File: src/rtl/pwm_pkg.sv
// Shared types and constants for the PWM capture block.
package pwm_pkg;

    localparam int PWM_PERIOD_SIZE_DEFAULT = 10;

    typedef enum logic [1:0] {IDLE, HIGH, LOW, STUCK} state_t;

    // All-ones value of a counter of the given width.
    function automatic logic [31:0] cnt_max(input int width);
        return (width >= 32) ? 32'hFFFF_FFFF : ((32'd1 << width) - 32'd1);
    endfunction

endpackage

File: src/rtl/pwm_capture_if.sv
// Capture-side bundle: enable and raw PWM in, measurement results out.
interface pwm_capture_if
    import pwm_pkg::*;
#(
    parameter int PERIOD_SIZE = PWM_PERIOD_SIZE_DEFAULT
) ();

    logic                   ena;
    logic                   pwm_in;
    logic [PERIOD_SIZE-1:0] high_o;
    logic [PERIOD_SIZE-1:0] period_o;
    logic                   valid_o;
    logic                   timeout_o;

    modport master (output ena, pwm_in, input high_o, period_o, valid_o, timeout_o);
    modport slave  (input ena, pwm_in, output high_o, period_o, valid_o, timeout_o);

endinterface

File: src/rtl/pwm_in_sync.sv
// Input conditioning: 2-flop synchronizer, optional glitch filter (PWM_CAPTURE_FILTER_EN),
// and rise/fall edge strobes on the conditioned level.
module pwm_in_sync #(
    parameter int FILTER_LEN = 3
) (
    input  logic clk_in,
    input  logic rst_n,
    input  logic pwm_in,
    output logic s,
    output logic rise,
    output logic fall
);

`ifdef PWM_CAPTURE_FILTER_EN
    localparam bit FILTER_EN = 1'b1;
`else
    localparam bit FILTER_EN = 1'b0;
`endif

    logic [1:0] sync_q;
    logic       s_d;

    always_ff @(posedge clk_in or negedge rst_n) begin
        if (!rst_n) sync_q <= '0;
        else        sync_q <= {sync_q[0], pwm_in};
    end

    if (FILTER_EN && FILTER_LEN > 0) begin : g_filt
        localparam int CW = $clog2(FILTER_LEN + 1);
        logic          filt;
        logic [CW-1:0] run;

        // Level flips only after FILTER_LEN consecutive samples disagree with it.
        always_ff @(posedge clk_in or negedge rst_n) begin
            if (!rst_n) begin
                filt <= 1'b0;
                run  <= '0;
            end else if (sync_q[1] == filt) begin
                run <= '0;
            end else if (run == CW'(FILTER_LEN - 1)) begin
                filt <= sync_q[1];
                run  <= '0;
            end else begin
                run <= run + 1'b1;
            end
        end
        assign s = filt;
    end else begin : g_raw
        assign s = sync_q[1];
    end

    always_ff @(posedge clk_in or negedge rst_n) begin
        if (!rst_n) s_d <= 1'b0;
        else        s_d <= s;
    end

    assign rise = s & ~s_d;
    assign fall = ~s & s_d;

endmodule

File: src/rtl/pwm_capture.sv
// PWM capture: measures high time and rising-to-rising period of pwm_in in clk_in cycles.
// Optional input glitch filter enabled by defining PWM_CAPTURE_FILTER_EN.
module pwm_capture
    import pwm_pkg::*;
#(
    parameter int PERIOD_SIZE = PWM_PERIOD_SIZE_DEFAULT,
    parameter int FILTER_LEN  = 3
) (
    input  logic          clk_in,
    input  logic          rst_n,
    pwm_capture_if.slave  bus
);

    localparam logic [PERIOD_SIZE-1:0] MAX = PERIOD_SIZE'(cnt_max(PERIOD_SIZE));
    localparam logic [PERIOD_SIZE-1:0] ONE = PERIOD_SIZE'(1);

    state_t                 state, state_nx;
    logic [PERIOD_SIZE-1:0] per_cnt, per_nx;
    logic [PERIOD_SIZE-1:0] hi_cnt, hi_nx;
    logic [PERIOD_SIZE-1:0] high_q, high_nx;
    logic [PERIOD_SIZE-1:0] period_q, period_nx;
    logic                   valid_q, valid_nx;
    logic                   tmo_q, tmo_nx;
    logic                   s, rise, fall;
    logic                   per_sat;

    pwm_in_sync #(.FILTER_LEN(FILTER_LEN)) u_sync (
        .clk_in (clk_in),
        .rst_n  (rst_n),
        .pwm_in (bus.pwm_in),
        .s      (s),
        .rise   (rise),
        .fall   (fall)
    );

    function automatic logic [PERIOD_SIZE-1:0] sat_inc(input logic [PERIOD_SIZE-1:0] v);
        return (v == MAX) ? v : v + 1'b1;
    endfunction

    assign per_sat = (per_cnt == MAX);

    always_ff @(posedge clk_in or negedge rst_n) begin
        if (!rst_n) begin
            state    <= IDLE;
            per_cnt  <= '0;
            hi_cnt   <= '0;
            high_q   <= '0;
            period_q <= '0;
            valid_q  <= 1'b0;
            tmo_q    <= 1'b0;
        end else begin
            state    <= state_nx;
            per_cnt  <= per_nx;
            hi_cnt   <= hi_nx;
            high_q   <= high_nx;
            period_q <= period_nx;
            valid_q  <= valid_nx;
            tmo_q    <= tmo_nx;
        end
    end

    // Edges are tested before saturation so a coincident edge always wins.
    always_comb begin
        state_nx  = state;
        per_nx    = sat_inc(per_cnt);
        hi_nx     = hi_cnt;
        high_nx   = high_q;
        period_nx = period_q;
        valid_nx  = 1'b0;
        tmo_nx    = tmo_q;
        if (!bus.ena) begin
            state_nx = IDLE;
            per_nx   = '0;
            hi_nx    = '0;
            tmo_nx   = 1'b0;
        end else begin
            unique case (state)
                IDLE: begin
                    per_nx = '0;
                    if (rise) begin
                        state_nx = HIGH;
                        per_nx   = ONE;
                        hi_nx    = ONE;
                    end
                end
                HIGH: begin
                    if (fall) begin
                        state_nx = LOW;
                    end else if (per_sat) begin
                        period_nx = MAX;
                        high_nx   = s ? MAX : '0;
                        valid_nx  = 1'b1;
                        tmo_nx    = 1'b1;
                        state_nx  = STUCK;
                    end else begin
                        hi_nx = sat_inc(hi_cnt);
                    end
                end
                LOW: begin
                    if (rise) begin
                        high_nx   = hi_cnt;
                        period_nx = per_cnt;
                        valid_nx  = 1'b1;
                        tmo_nx    = 1'b0;
                        per_nx    = ONE;
                        hi_nx     = ONE;
                        state_nx  = HIGH;
                    end else if (per_sat) begin
                        period_nx = MAX;
                        high_nx   = s ? MAX : '0;
                        valid_nx  = 1'b1;
                        tmo_nx    = 1'b1;
                        state_nx  = STUCK;
                    end
                end
                STUCK: begin
                    // Leaving STUCK restarts measurement without publishing.
                    if (rise) begin
                        state_nx = HIGH;
                        per_nx   = ONE;
                        hi_nx    = ONE;
                        tmo_nx   = 1'b0;
                    end else if (fall) begin
                        state_nx = IDLE;
                        per_nx   = '0;
                        hi_nx    = '0;
                        tmo_nx   = 1'b0;
                    end
                end
                default: state_nx = IDLE;
            endcase
        end
    end

    assign bus.high_o    = high_q;
    assign bus.period_o  = period_q;
    assign bus.valid_o   = valid_q;
    assign bus.timeout_o = tmo_q;

endmodule

File: src/flat_wrapper.sv
// flat-port wrapper written by rule: the top's interface ports become plain ports
module pwm_capture_flat import pwm_pkg::*;
#(
    parameter int PERIOD_SIZE = PWM_PERIOD_SIZE_DEFAULT,
    parameter int FILTER_LEN  = 3
)
  (clk_in, rst_n, bus_ena, bus_pwm_in, bus_high_o, bus_period_o, bus_valid_o, bus_timeout_o);
  pwm_capture_if #(.PERIOD_SIZE(PERIOD_SIZE)) bus_i ();
  input  logic clk_in;
  input  logic rst_n;
  input wire logic [$bits(bus_i.ena)-1:0] bus_ena;
  input wire logic [$bits(bus_i.pwm_in)-1:0] bus_pwm_in;
  output wire logic [$bits(bus_i.high_o)-1:0] bus_high_o;
  output wire logic [$bits(bus_i.period_o)-1:0] bus_period_o;
  output wire logic [$bits(bus_i.valid_o)-1:0] bus_valid_o;
  output wire logic [$bits(bus_i.timeout_o)-1:0] bus_timeout_o;
  assign bus_i.ena = bus_ena;
  assign bus_i.pwm_in = bus_pwm_in;
  assign bus_high_o = bus_i.high_o;
  assign bus_period_o = bus_i.period_o;
  assign bus_valid_o = bus_i.valid_o;
  assign bus_timeout_o = bus_i.timeout_o;
  pwm_capture #(.PERIOD_SIZE(PERIOD_SIZE), .FILTER_LEN(FILTER_LEN)) u_core (.clk_in(clk_in), .rst_n(rst_n), .bus(bus_i));
endmodule
File: config.mk
export PLATFORM = sky130hd
export DESIGN_NAME = pwm_capture_flat
export DESIGN_NICKNAME = d
export VERILOG_FILES = /design/src/rtl/pwm_pkg.sv /design/src/rtl/pwm_capture_if.sv /design/src/rtl/pwm_in_sync.sv /design/src/rtl/pwm_capture.sv /design/src/flat_wrapper.sv
export SDC_FILE = /design/constraint.sdc
export NUM_CORES = 1
export LEC_CHECK = 0
export ABC_AREA = 1
export CAP_MARGIN = 15
export CORE_ASPECT_RATIO = 0.8
export CORE_MARGIN = 1.5
export CORE_UTILIZATION = 43
export DETAILED_ROUTE_END_ITERATION = 8
export GPL_ROUTABILITY_DRIVEN = 0
export PLACE_DENSITY = 0.64
export SYNTH_ARGS = -nofsm -noshare
export SYNTH_HDL_FRONTEND = slang
export SYNTH_SLANG_ARGS = --single-unit
File: constraint.sdc
create_clock -name clk_in -period 2.2 [get_ports clk_in]
set_input_delay 0.33 -clock clk_in [delete_from_list [all_inputs] [get_ports clk_in]]
set_output_delay 0.33 -clock clk_in [all_outputs]
set_load 0.02 [all_outputs]
Word-level counts from Yosys, hierarchy flattened

Cells that the tools add are included.

Bits in registers: 47
Input port bits: 4
Output and inout bits: 22
Word-level logic and storage cells: 79

$add $sub $neg: 2
Eq/ne operators: 13
Mux-type cells: 44
Bitwise logic cells: 4
Reduce and logical (&&, ||, !) cells: 7

Operator list:

| cell                                                  | number |
|---|---|
| 2-to-1 mux 10 bit                                     | 19 |
| case mux 10 bit (3 select lines)                      | 2 |
| case mux 10 bit (2 select lines)                      | 2 |
| adder 10 x 1 -> 10 bit, second input constant         | 2 |
| == test 10 bit, second input constant                 | 2 |
| 2-to-1 mux 2 bit                                      | 7 |
| 2-to-1 mux 1 bit                                      | 11 |
| inequality test 3 bit, second input constant          | 3 |
| case mux 2 bit (4 select lines)                       | 1 |
| inequality test 3 x 2 -> 1 bit, second input constant | 2 |
| AND reduction 3 bit                                   | 2 |
| AND reduction 5 bit                                   | 1 |
| == test 2 bit, second input constant                  | 2 |
| inequality test 4 x 1 -> 1 bit, second input constant | 1 |
| inequality test 4 x 2 -> 1 bit, second input constant | 1 |
| case mux 1 bit (3 select lines)                       | 1 |
| bitwise AND 1 bit                                     | 2 |
| == test 2 x 1 -> 1 bit, second input constant         | 1 |
| logical NOT 2 bit                                     | 1 |
| inequality test 2 bit, second input constant          | 1 |
| NOT 1 bit                                             | 2 |
| case mux 1 bit (2 select lines)                       | 1 |
| AND reduction 2 bit                                   | 1 |
| nonzero test 2 bit                                    | 1 |
| OR reduction 2 bit                                    | 1 |

Depth between registers and ports, before layout

Gate-level depths: netlist of run 1.

Depth after elaboration: 6
Mapped depth: 11
Depth with buffers taken out: 10

Modules after synthesis

Synthesis of run 1 repeated with hierarchy kept, for this count alone.

Cell total of the unflattened synthesis: 362
Area total of the unflattened synthesis: 2711.4 sq um

By module, submodules not included:

| module      | instances | cells an instance | area an instance (sq um) | sequential area each (sq um) |
|---|---|---|---|---|
| pwm_capture | 1         | 355               | 2621.3                   | 1101.1 |
| pwm_in_sync | 1         | 7                 | 90.1                     | 75.1 |

Worst setup path before layout of run 1

OpenSTA, ideal clock, no wires.

Kind: register -> register
From: register u_core.state[1]
To: register u_core.hi_cnt[9]
Library setup time: 0.117 ns
Arrival: 1.477 ns
Data required time: 2.083 ns
Setup slack: 0.607 ns
Cell stages (with the launch flop): 12
Path buffers: 2
Clock period less this slack: 1.593 ns
Cells stage by stage: dfrtp_1 -> inv_1 -> ha_1 -> buf_4 -> nand2_2 -> o21ai_2 -> nor2_4 -> nand2_2 -> nand2_4 -> buf_6 -> nand3_2 -> nand2_1

Cells in the longest elaborated chain, start to end: 4
Elaborated cells on any way between the ends: 13
Those cells by class: eq/ne (8); mux (2); reduce/logical (3)

Ends and longest elaborated chain:

| element                                                                                             | RTL line          | RTL |
|---|---|---|
| start, declared                                                                                     | pwm_capture.sv:17 | `state_t state, state_nx;` |
| start signal, assigned                                                                              | pwm_capture.sv:52 | `state <= state_nx;` |
| == test 2 bit / logical NOT 2 bit (equally long branches)                                           | pwm_capture.sv:77 | `unique case (state)` |
| OR reduction 2 bit (no line)                                                                        | -                 |  |
| inequality test 3 x 2 -> 1 bit (no line) / case mux 10 bit (3 select lines) (equally long branches) | -                 |  |
| AND reduction 5 bit (no line) / 2-to-1 mux 10 bit (equally long branches)                           | -                 |  |
| end signal, assigned                                                                                | pwm_capture.sv:54 | `hi_cnt <= hi_nx;` |
| end, declared                                                                                       | pwm_capture.sv:19 | `logic [PERIOD_SIZE-1:0] hi_cnt, hi_nx;` |

Several ways; a longest one is shown, not always the timed one.
A chain may end at the register's enable or synchronous reset.

Worst setup path in the final report of run 1

From: register u_core.state[1]
To: register u_core.high_q[1], in the netlist u_core.bus.high_o[1]

Cells in the longest elaborated chain, start to end: 3
Elaborated cells on any way between the ends: 6
Those cells by class: eq/ne (3); mux (1); reduce/logical (2)

Ends and longest elaborated chain:

| element                                                                      | RTL line          | RTL |
|---|---|---|
| == test 2 x 1 -> 1 bit / == test 2 bit (equally long branches)               | -                 |  |
| inequality test 2 bit (no line) / nonzero test 2 bit (equally long branches) | -                 |  |
| AND reduction 3 bit (no line)                                                | -                 |  |
| end signal, assigned                                                         | pwm_capture.sv:55 | `high_q <= high_nx;` |
| end, declared                                                                | pwm_capture.sv:20 | `logic [PERIOD_SIZE-1:0] high_q, high_nx;` |

Several ways; a longest one is shown, not always the timed one.

==> results of run 1 <==
==> synth_stat cells, types with 3 or more instances <==
library cell,number
o21ai_1,13
nand2_1,78
nand3_2,5
nor3_1,14
dfrtp_1,47
nand3_1,24
buf_2,4
o21ai_0,19
inv_2,5
a21oi_1,17
nand4_1,3
nand2_2,6
nor2_1,30
clkbuf_1,3
ha_1,8
nor2_2,5
o21ai_2,6
inv_1,40
==> routing by layer <==
| metal | vias to the layer above | wire (um) | track usage, % |
|---|---|---|---|
| met5 | - | 0 | 0 |
| met4 | 0 | 45 | 4.167 |
| met3 | 4 | 193 | 3.830 |
| met2 | 29 | 2810 | 31.59 |
| met1 | 1090 | 2975 | 26.53 |
| li1 | 1187 | - | - |
==> what timing repair did <==
item,4_1_cts,5_1_grt
hold buffers,1,0
endpoints found under the hold margin,16,0
gates resized for setup,0,0
==> registers in the layout, indices dropped and copies added, names as in the netlist <==
signal                cells
u_core.hi_cnt            10
u_core.u_sync.s_d         1
u_core.bus.valid_o        1
u_core.per_cnt           10
u_core.bus.period_o      10
u_core.state              2
u_core.bus.high_o        10
u_core.u_sync.sync_q      2
u_core.bus.timeout_o      1
==> kinds of logic after synthesis <==
family | count (synthesis) | synth area share, %
flops | 47 | 43.72
buf+inv | 56 | 8.837
compound gates | 62 | 13.02
simple gates | 171 | 30.05
xor+xnor | 2 | 0.6513
fa+ha+maj | 8 | 3.721
==> area by class of cell <==
cell class,instances,area share [%]
multi-input cells,243,40.25
flip-flops and latches,47,37.10
repair buffers,36,10.42
inverters,45,5.328
well taps,81,3.197
clock buffers,6,2.605
clock inverters,2,1.105
==> stage by stage <==
step	utilization (%)	power, mW	hold WS, ps	cells	worst slack, ps
finish	53.07	1.845	367.8	460	270.3
global placement	50.93	1.189	286.9	451	237.8
CTS	53.07	1.860	366.8	460	261.5
floorplan	-	1.105	34.41	346	606.6
global route	53.07	1.926	377.8	460	106.4
detailed placement	50.93	1.192	289.3	451	203.7
==> path summary, 6_finish.rpt <==
kind / from / endpoint
max: u_core.state[1] / u_core.bus.high_o[1]
min: u_core.u_sync.sync_q[0] / u_core.u_sync.sync_q[1]
max reg2reg: u_core.state[1] / u_core.bus.high_o[1]
min reg2reg: u_core.u_sync.sync_q[0] / u_core.u_sync.sync_q[1]
max in group asynchronous: rst_n / u_core.bus.period_o[9]
min in group asynchronous: rst_n / u_core.per_cnt[5]
==> power by group <==
part	switching [mW]	internal, mW	total, mW
combinational	0.177	0.0849	0.262
sequential	0.0323	0.885	0.918
clock	0.297	0.368	0.665
==> flow_summary.yaml, run 1 <==
run_status:
  run_status: "completed"
timing:
  drv_slew: 0
  clock_skew_ps: 10.02
  fmax_mhz: 518.2
  tightest_slew_ps: 396.6
  post-route-period-util_pct: 87.71
  rsz0062_at_grt: "false"
  finalHoldViolations: 0
  fin_tns_setup_ps: 0
  slew_headroom_pct: 73.48
  fin_crit_ps: 1930
  setup_viol: 0
job:
  cap_viol_max_count: 0
yosys:
  synth_top_area_share_pct: 43.72
  synth_edf_count: 0
  synthCells: 346
  yosys_warnings: 0
  async_flop_share_pct: 100.0
  yosysUniqueCellTypes: 33
  yosys-top-cells-area: "dfrtp_1 (44%), nand2_1 (11%), inv_1 (5.6%)"
  synth.net_count: 358
  netlist_area_um2: 2690
  synth_ff_type: "dfrtp_1"
  postSynthAreaPerCell_um2: 7.775
  seq_area_frac_synth_pct: 43.72
  ys_seq_elements: 47
  synth.largest_area_cell: "dfrtp_1"
hold_path:
  whs_path_depth: 0
  hold_class: "reg -> reg"
place:
  dp_hpwl_um: 4465
  postPlaceCellArea_um2: 3043
  port_buffers: 25
global_routing:
  grt_first_pass_wirelength_um: 10250
  antenna_found_initial: 0
  grt_usage_pct: 19.24
  grt_pass1_vias: 2128
  grt_overflow: 0
  grt_max_degree: 20
final_layout:
  fillers: 570
  final_nets: 390
  drive_gt1_share_pct: 13.46
  final-seq-area_um2: 1176
  num_antenna_cells: 0
  layout_commonest_cell: "nand2_1"
  syn2layout_area_growth_pct: 17.86
  final_cell_mix: "nand2_1 (78), dfrtp_1 (47), inv_1 (40), nor2_1 (30)"
  finalInstanceArea_um2: 3171
  multi_input_area_um2: 1276
critical_path:
  worst-setup-path-type: "reg -> reg"
  critPathRequiredTime_ps: 2420
  crit_arrival_ps: 2150
  startpoint_type: "flip-flop"
  crit_buf_inv: 3
  r2r_cells: 8
  cp.depth: 8
  timing.critical_path.fanout_max: 10
  slowest_stage: "dfrtp_1"
  cp-end-kind: "flip-flop"
  path_cells: "inv_1, ha_1, inv_2, o21ai_2, nand3_1, inv_2, nand3_2, o21ai_1"
  slowest_delay_ps: 430
  cp_common_cell: "inv_2"
  rrSetupSlack_ps: 270
  cpLargestDelayFamily: "flip-flops"
floorplanning:
  dieHeight_um: 73.75
  row_count: 25
  io_pins: 26
  die_w_um: 91.43
  dieArea_um2: 6743
  core_area_um2: 5974
  initial_core_util_pct: 45.03
clocking:
  post_cts_buffers: 0
  cts_made_buffers: 5
  clk_path_buf_depth: 2
  cts_tree: "yes"
  root_buffer: "clkbuf_8"
  htree_levels: 2
  clock_latency_ps: 300
  numClockSinks: 47
  path_clk_slew_ps: 80
route:
  via_per_inst: 5.022
  antenna_left: 0
  drt-initial-drc-count: 103
  wl_per_cell_um: 13.10
  via_count: 2310
  dr.pass1.iters: 4
  drc: 0
  routed_wl_um: 6024
pwr:
  power_leakage_nw: 1.537
  power_density_nw_per_um2: 581.8
  ir_worst_vdd_mv: 0.3306
(Power assumes the default switching activity.)
==> run 2: changes to the inputs <==
- CAP_MARGIN: 15 -> 20
- CORE_ASPECT_RATIO: 0.8 -> 1.4
- REMOVE_ABC_BUFFERS: default -> 1
==> flow_summary.yaml, run 2 (synthesis gave the netlist of run 1 again) <==
critical_path:
  crit_arrival_ps: 2160
  cp-endpoint: "u_core.bus.high_o[3]"
  startpoint: "u_core.state[1]"
  timing.critical_path.fanout_max: 10
  critPathRequiredTime_ps: 2390
  rr_endpoint: "u_core.bus.high_o[3]"
  cp-end-kind: "flip-flop"
  r2r_start: "u_core.state[1]"
  worst-setup-path-type: "reg -> reg"
  startpoint_type: "flip-flop"
  r2r_cells: 10
  rrSetupSlack_ps: 230
timing:
  rsz0062_at_grt: "false"
  drv_slew: 0
  slew_headroom_pct: 64.14
  tightest_slew_ps: 537.8
  setup_viol: 0
  clock_skew_ps: 6.924
  post-route-period-util_pct: 89.52
  fin_crit_ps: 1970
  finalHoldViolations: 0
  fin_tns_setup_ps: 0
  hold_slack_ps: 7.705
  fmax_mhz: 507.7
global_routing:
  antenna_found_initial: 0
  grt_overflow: 0
  grt_max_degree: 25
  grt_first_pass_wirelength_um: 9825
  grt_usage_pct: 17.97
  grt_pass1_vias: 2116
route:
  antenna_left: 0
  drt-initial-drc-count: 116
  drc: 0
  dr.pass1.iters: 4
  wl_per_cell_um: 12.63
  via_count: 2277
  via_per_inst: 5.105
  routed_wl_um: 5632
final_layout:
  syn2layout_area_growth_pct: 16.14
  num_antenna_cells: 0
  layout_commonest_cell: "nand2_1"
  finalInstanceArea_um2: 3124
  utilization_pct: 52.55
  drive_gt1_share_pct: 12.77
  final_cell_mix: "nand2_1 (78), dfrtp_1 (47), inv_1 (40), nor2_1 (30)"
  final_nets: 388
clocking:
  hold_buffers: 0
  cts_made_buffers: 5
  root_buffer: "clkbuf_8"
  post_cts_buffers: 0
  clock_latency_ps: 300
  clk_path_buf_depth: 2
  path_clk_slew_ps: 90
  ctsResizeCount: 0
  cts_tree: "yes"
  numClockSinks: 47
  htree_levels: 2
pwr:
  power_leakage_nw: 1.518
  ir_worst_vdd_mv: 0.3365
  power_density_nw_per_um2: 570.2
job:
  cap_viol_max_count: 0
floorplanning:
  die_w_um: 69.85
  core_area_um2: 5946
  dieHeight_um: 96.59
  io_pins: 26
  row_count: 33
  initial_core_util_pct: 45.24
  dieArea_um2: 6746
hold_path:
  hold_class: "in -> async"
place:
  port_buffers: 25
  dp_hpwl_um: 4177
  postPlaceCellArea_um2: 3022
run_status:
  run_status: "completed"
==> run 2: area by class of cell <==
cell class / count / area [um2]
Inverter: 45 / 168.9
Clock inverter: 1 / 30.03
Clock buffer: 6 / 72.57
Sequential cell: 47 / 1176
Multi-Input combinational cell: 243 / 1276
Timing Repair Buffer: 34 / 312.8
Fill cell: 602 / 2821
Tap cell: 70 / 87.58
==> run 2: worst max-delay path, cell delays in order (launching register included) <==
cell and delay, ps:
dfrtp_1 430, inv_1 90, ha_1 370, inv_2 140, o21ai_2 190, nand3_1 150, inv_2 120, buf_4 170
nand2_1 70, nand2_1 60, o21ai_1 60
==> run 2: per-stage QoR <==
step | total power, mW | instances | setup slack, ps
2_1_floorplan | 1.089 | 335 | 333.9
3_3_place_gp | 1.181 | 439 | 229.1
3_5_place_dp | 1.182 | 439 | 186.7
4_1_cts | 1.806 | 446 | 225.2
5_1_grt | 1.874 | 446 | 16.14
6_report | 1.782 | 446 | 230.5
==> run 2: worst min-delay path by stage <==
| stage | startpoint | endpoint | slack, ps |
|---|---|---|---|
| 2_1_floorplan | rst_n | u_core.bus.high_o[0] | 30 |
| 3_3_place_gp | u_core.u_sync.sync_q[0] | u_core.u_sync.sync_q[1] | 340 |
| 3_5_place_dp | u_core.u_sync.sync_q[0] | u_core.u_sync.sync_q[1] | 340 |
| 4_1_cts | rst_n | u_core.bus.period_o[4] | 20 |
| 5_1_grt | rst_n | u_core.per_cnt[1] | 50 |
| 6_report | rst_n | u_core.bus.period_o[7] | 8 |
==> run 2: per-layer routing <==
metal  vias up  part of all wire, %  wire [um]  track usage [%]
met1      1072                   48       2712            23.70
li1       1174                    -          -                -
met3         6                  2.1        120            2.593
met4         0                  1.3         71            4.808
met2        25                   48       2728            31.11
met5         -                    0          0                0
==> run 2: power by group <==
| group | internal, mW | switching (mW) |
|---|---|---|
| Sequential | 0.885 | 0.0307 |
| Clock | 0.334 | 0.286 |
| Combinational | 0.0780 | 0.168 |
==> run 3: changes to the inputs <==
- PLACE_DENSITY: 0.64 -> default
==> flow_summary.yaml, run 3 (synthesis gave the netlist of run 1 again) <==
global_routing:
  grt_first_pass_wirelength_um: 10190
  grt_overflow: 0
  grt_max_degree: 29
  antenna_found_initial: 0
  grt_usage_pct: 18.87
  grt_pass1_vias: 2180
hold_path:
  holdPathEnd: "u_core.u_sync.sync_q[1]"
  hold_class: "reg -> reg"
  hold_start: "u_core.u_sync.sync_q[0]"
  whs_path_depth: 0
route:
  top_layer: "met4"
  routed_wl_um: 5827
  drt-met1-wl_um: 2745
  drt-initial-drc-count: 165
  wl_met3_um: 130
  met2_length_um: 2869
  drc: 0
  via_per_inst: 5.060
  wl_per_cell_um: 13.01
  antenna_left: 0
  dr.pass1.iters: 4
  via_count: 2267
floorplanning:
  core_area_um2: 5946
  initial_core_util_pct: 45.24
  dieHeight_um: 96.59
  die_w_um: 69.85
  dieArea_um2: 6746
  io_pins: 26
  row_count: 33
critical_path:
  timing.critical_path.fanout_max: 17
  rr_endpoint: "u_core.bus.high_o[3]"
  startpoint_type: "flip-flop"
  cpLargestDelayFamily: "simple AND/OR/NAND/NOR gates"
  cp-end-kind: "flip-flop"
  r2r_start: "u_core.per_cnt[0]"
  critPathRequiredTime_ps: 2430
  r2r_cells: 7
  crit_buf_inv: 1
  slowest_stage: "dfrtp_1"
  path_cells: "ha_1, inv_1, nor2_2, nand3_4, nand2_2, nand3_2, o21ai_1"
  rrSetupSlack_ps: 390
  crit_arrival_ps: 2040
  worst-setup-path-type: "reg -> reg"
  slowest_delay_ps: 440
timing:
  post-route-period-util_pct: 82.41
  tightest_slew_ps: 454.1
  clock_skew_ps: 8.233
  fmax_mhz: 551.6
  fin_tns_setup_ps: 0
  rsz0062_at_grt: "false"
  slew_headroom_pct: 69.73
  fin_crit_ps: 1813
  drv_slew: 0
  finalHoldViolations: 0
  setup_viol: 0
clocking:
  htree_levels: 2
  numClockSinks: 47
  clock_latency_ps: 310
  cts_tree: "yes"
  root_buffer: "clkbuf_8"
  clk_path_buf_depth: 2
  post_cts_buffers: 0
  path_clk_slew_ps: 90
  cts_made_buffers: 5
place:
  dp_cells: 439
  dp_hpwl_um: 4163
  port_buffers: 25
final_layout:
  final_nets: 389
  syn2layout_area_growth_pct: 16.42
  final_cell_mix: "nand2_1 (78), dfrtp_1 (47), inv_1 (40), nor2_1 (30)"
  drive_gt1_share_pct: 12.96
  num_antenna_cells: 0
  fillers: 594
  fin_cells: 448
  layout_commonest_cell: "nand2_1"
run_status:
  run_status: "completed"
pwr:
  ir_worst_vdd_mv: 0.2901
  power_leakage_nw: 1.523
  power_density_nw_per_um2: 561.3
job:
  cap_viol_max_count: 0
## run 3: cell count changes in the layout (fill, tap and decap cells not counted), sizes merged
cell,previous run,this run
dlygate4sd3,0,1
bufinv,1,0
clkbuf,6,8
## run 3: repair_timing
item / 4_1_cts / 5_1_grt
resized for setup: 0 / 0
hold buffers: 1 / 0
hold endpoints to repair: 17 / 0
## run 3: worst reg2reg max path, stage by stage, from the launching register on
cell and delay, ps:
dfrtp_1 440, ha_1 220, inv_1 60, nor2_2 180, nand3_4 250, nand2_2 160, nand3_2 230, o21ai_1 210
## run 3: routing by layer
| metal | global-route usage (%) | vias up |
|---|---|---|
| li1 | - | 1177 |
| met1 | 24.84 | 1049 |
| met2 | 32.14 | 34 |
| met3 | 2.801 | 7 |
| met4 | 6.090 | 0 |
| met5 | 0 | - |
## run 3: cell type report
type | count | area (um2) | share of cell area [%]
timing repair buffer | 35 | 322.8 | 10.31
multi-input combinational | 243 | 1276 | 40.75
sequential | 47 | 1176 | 37.56
tap | 70 | 87.58 | 2.797
clock buffer | 8 | 100.1 | 3.196
inverter | 45 | 168.9 | 5.394
## run 3: power breakdown
part	internal, mW	switching, mW	total [mW]
combinational	0.0839	0.173	0.257
sequential	0.885	0.0304	0.916
clock	0.287	0.298	0.585
## run 3: per-stage QoR
step / area, um2 / power (mW) / utilization, % / setup slack [ps] / hold slack (ps)
3_3_place_gp: 3022 / 1.193 / 50.82 / 265.8 / 312.0
6_report: 3132 / 1.758 / 52.67 / 387.0 / 366.9
5_1_grt: 3132 / 1.848 / 52.67 / 127.9 / 378.1
3_5_place_dp: 3022 / 1.193 / 50.82 / 213.0 / 305.6
4_1_cts: 3132 / 1.779 / 52.67 / 370.5 / 365.5
2_1_floorplan: 2621 / 1.089 / - / 333.9 / 34.41
## run 3: worst max-delay path by stage
| stage | from | end | cells past startpoint | slack (ps) |
|---|---|---|---|---|
| after floorplan | u_core.state[1] | u_core.bus.high_o[0] | 8 | 330 |
| after detailed placement | bus_ena | u_core.hi_cnt[6] | 9 | 210 |
| after CTS | u_core.per_cnt[0] | u_core.bus.high_o[5] | 7 | 370 |
| after global placement | bus_ena | u_core.hi_cnt[6] | 9 | 270 |
| after global routing | u_core.per_cnt[0] | u_core.bus.high_o[3] | 7 | 130 |
| final | u_core.per_cnt[0] | u_core.bus.high_o[3] | 7 | 390 |
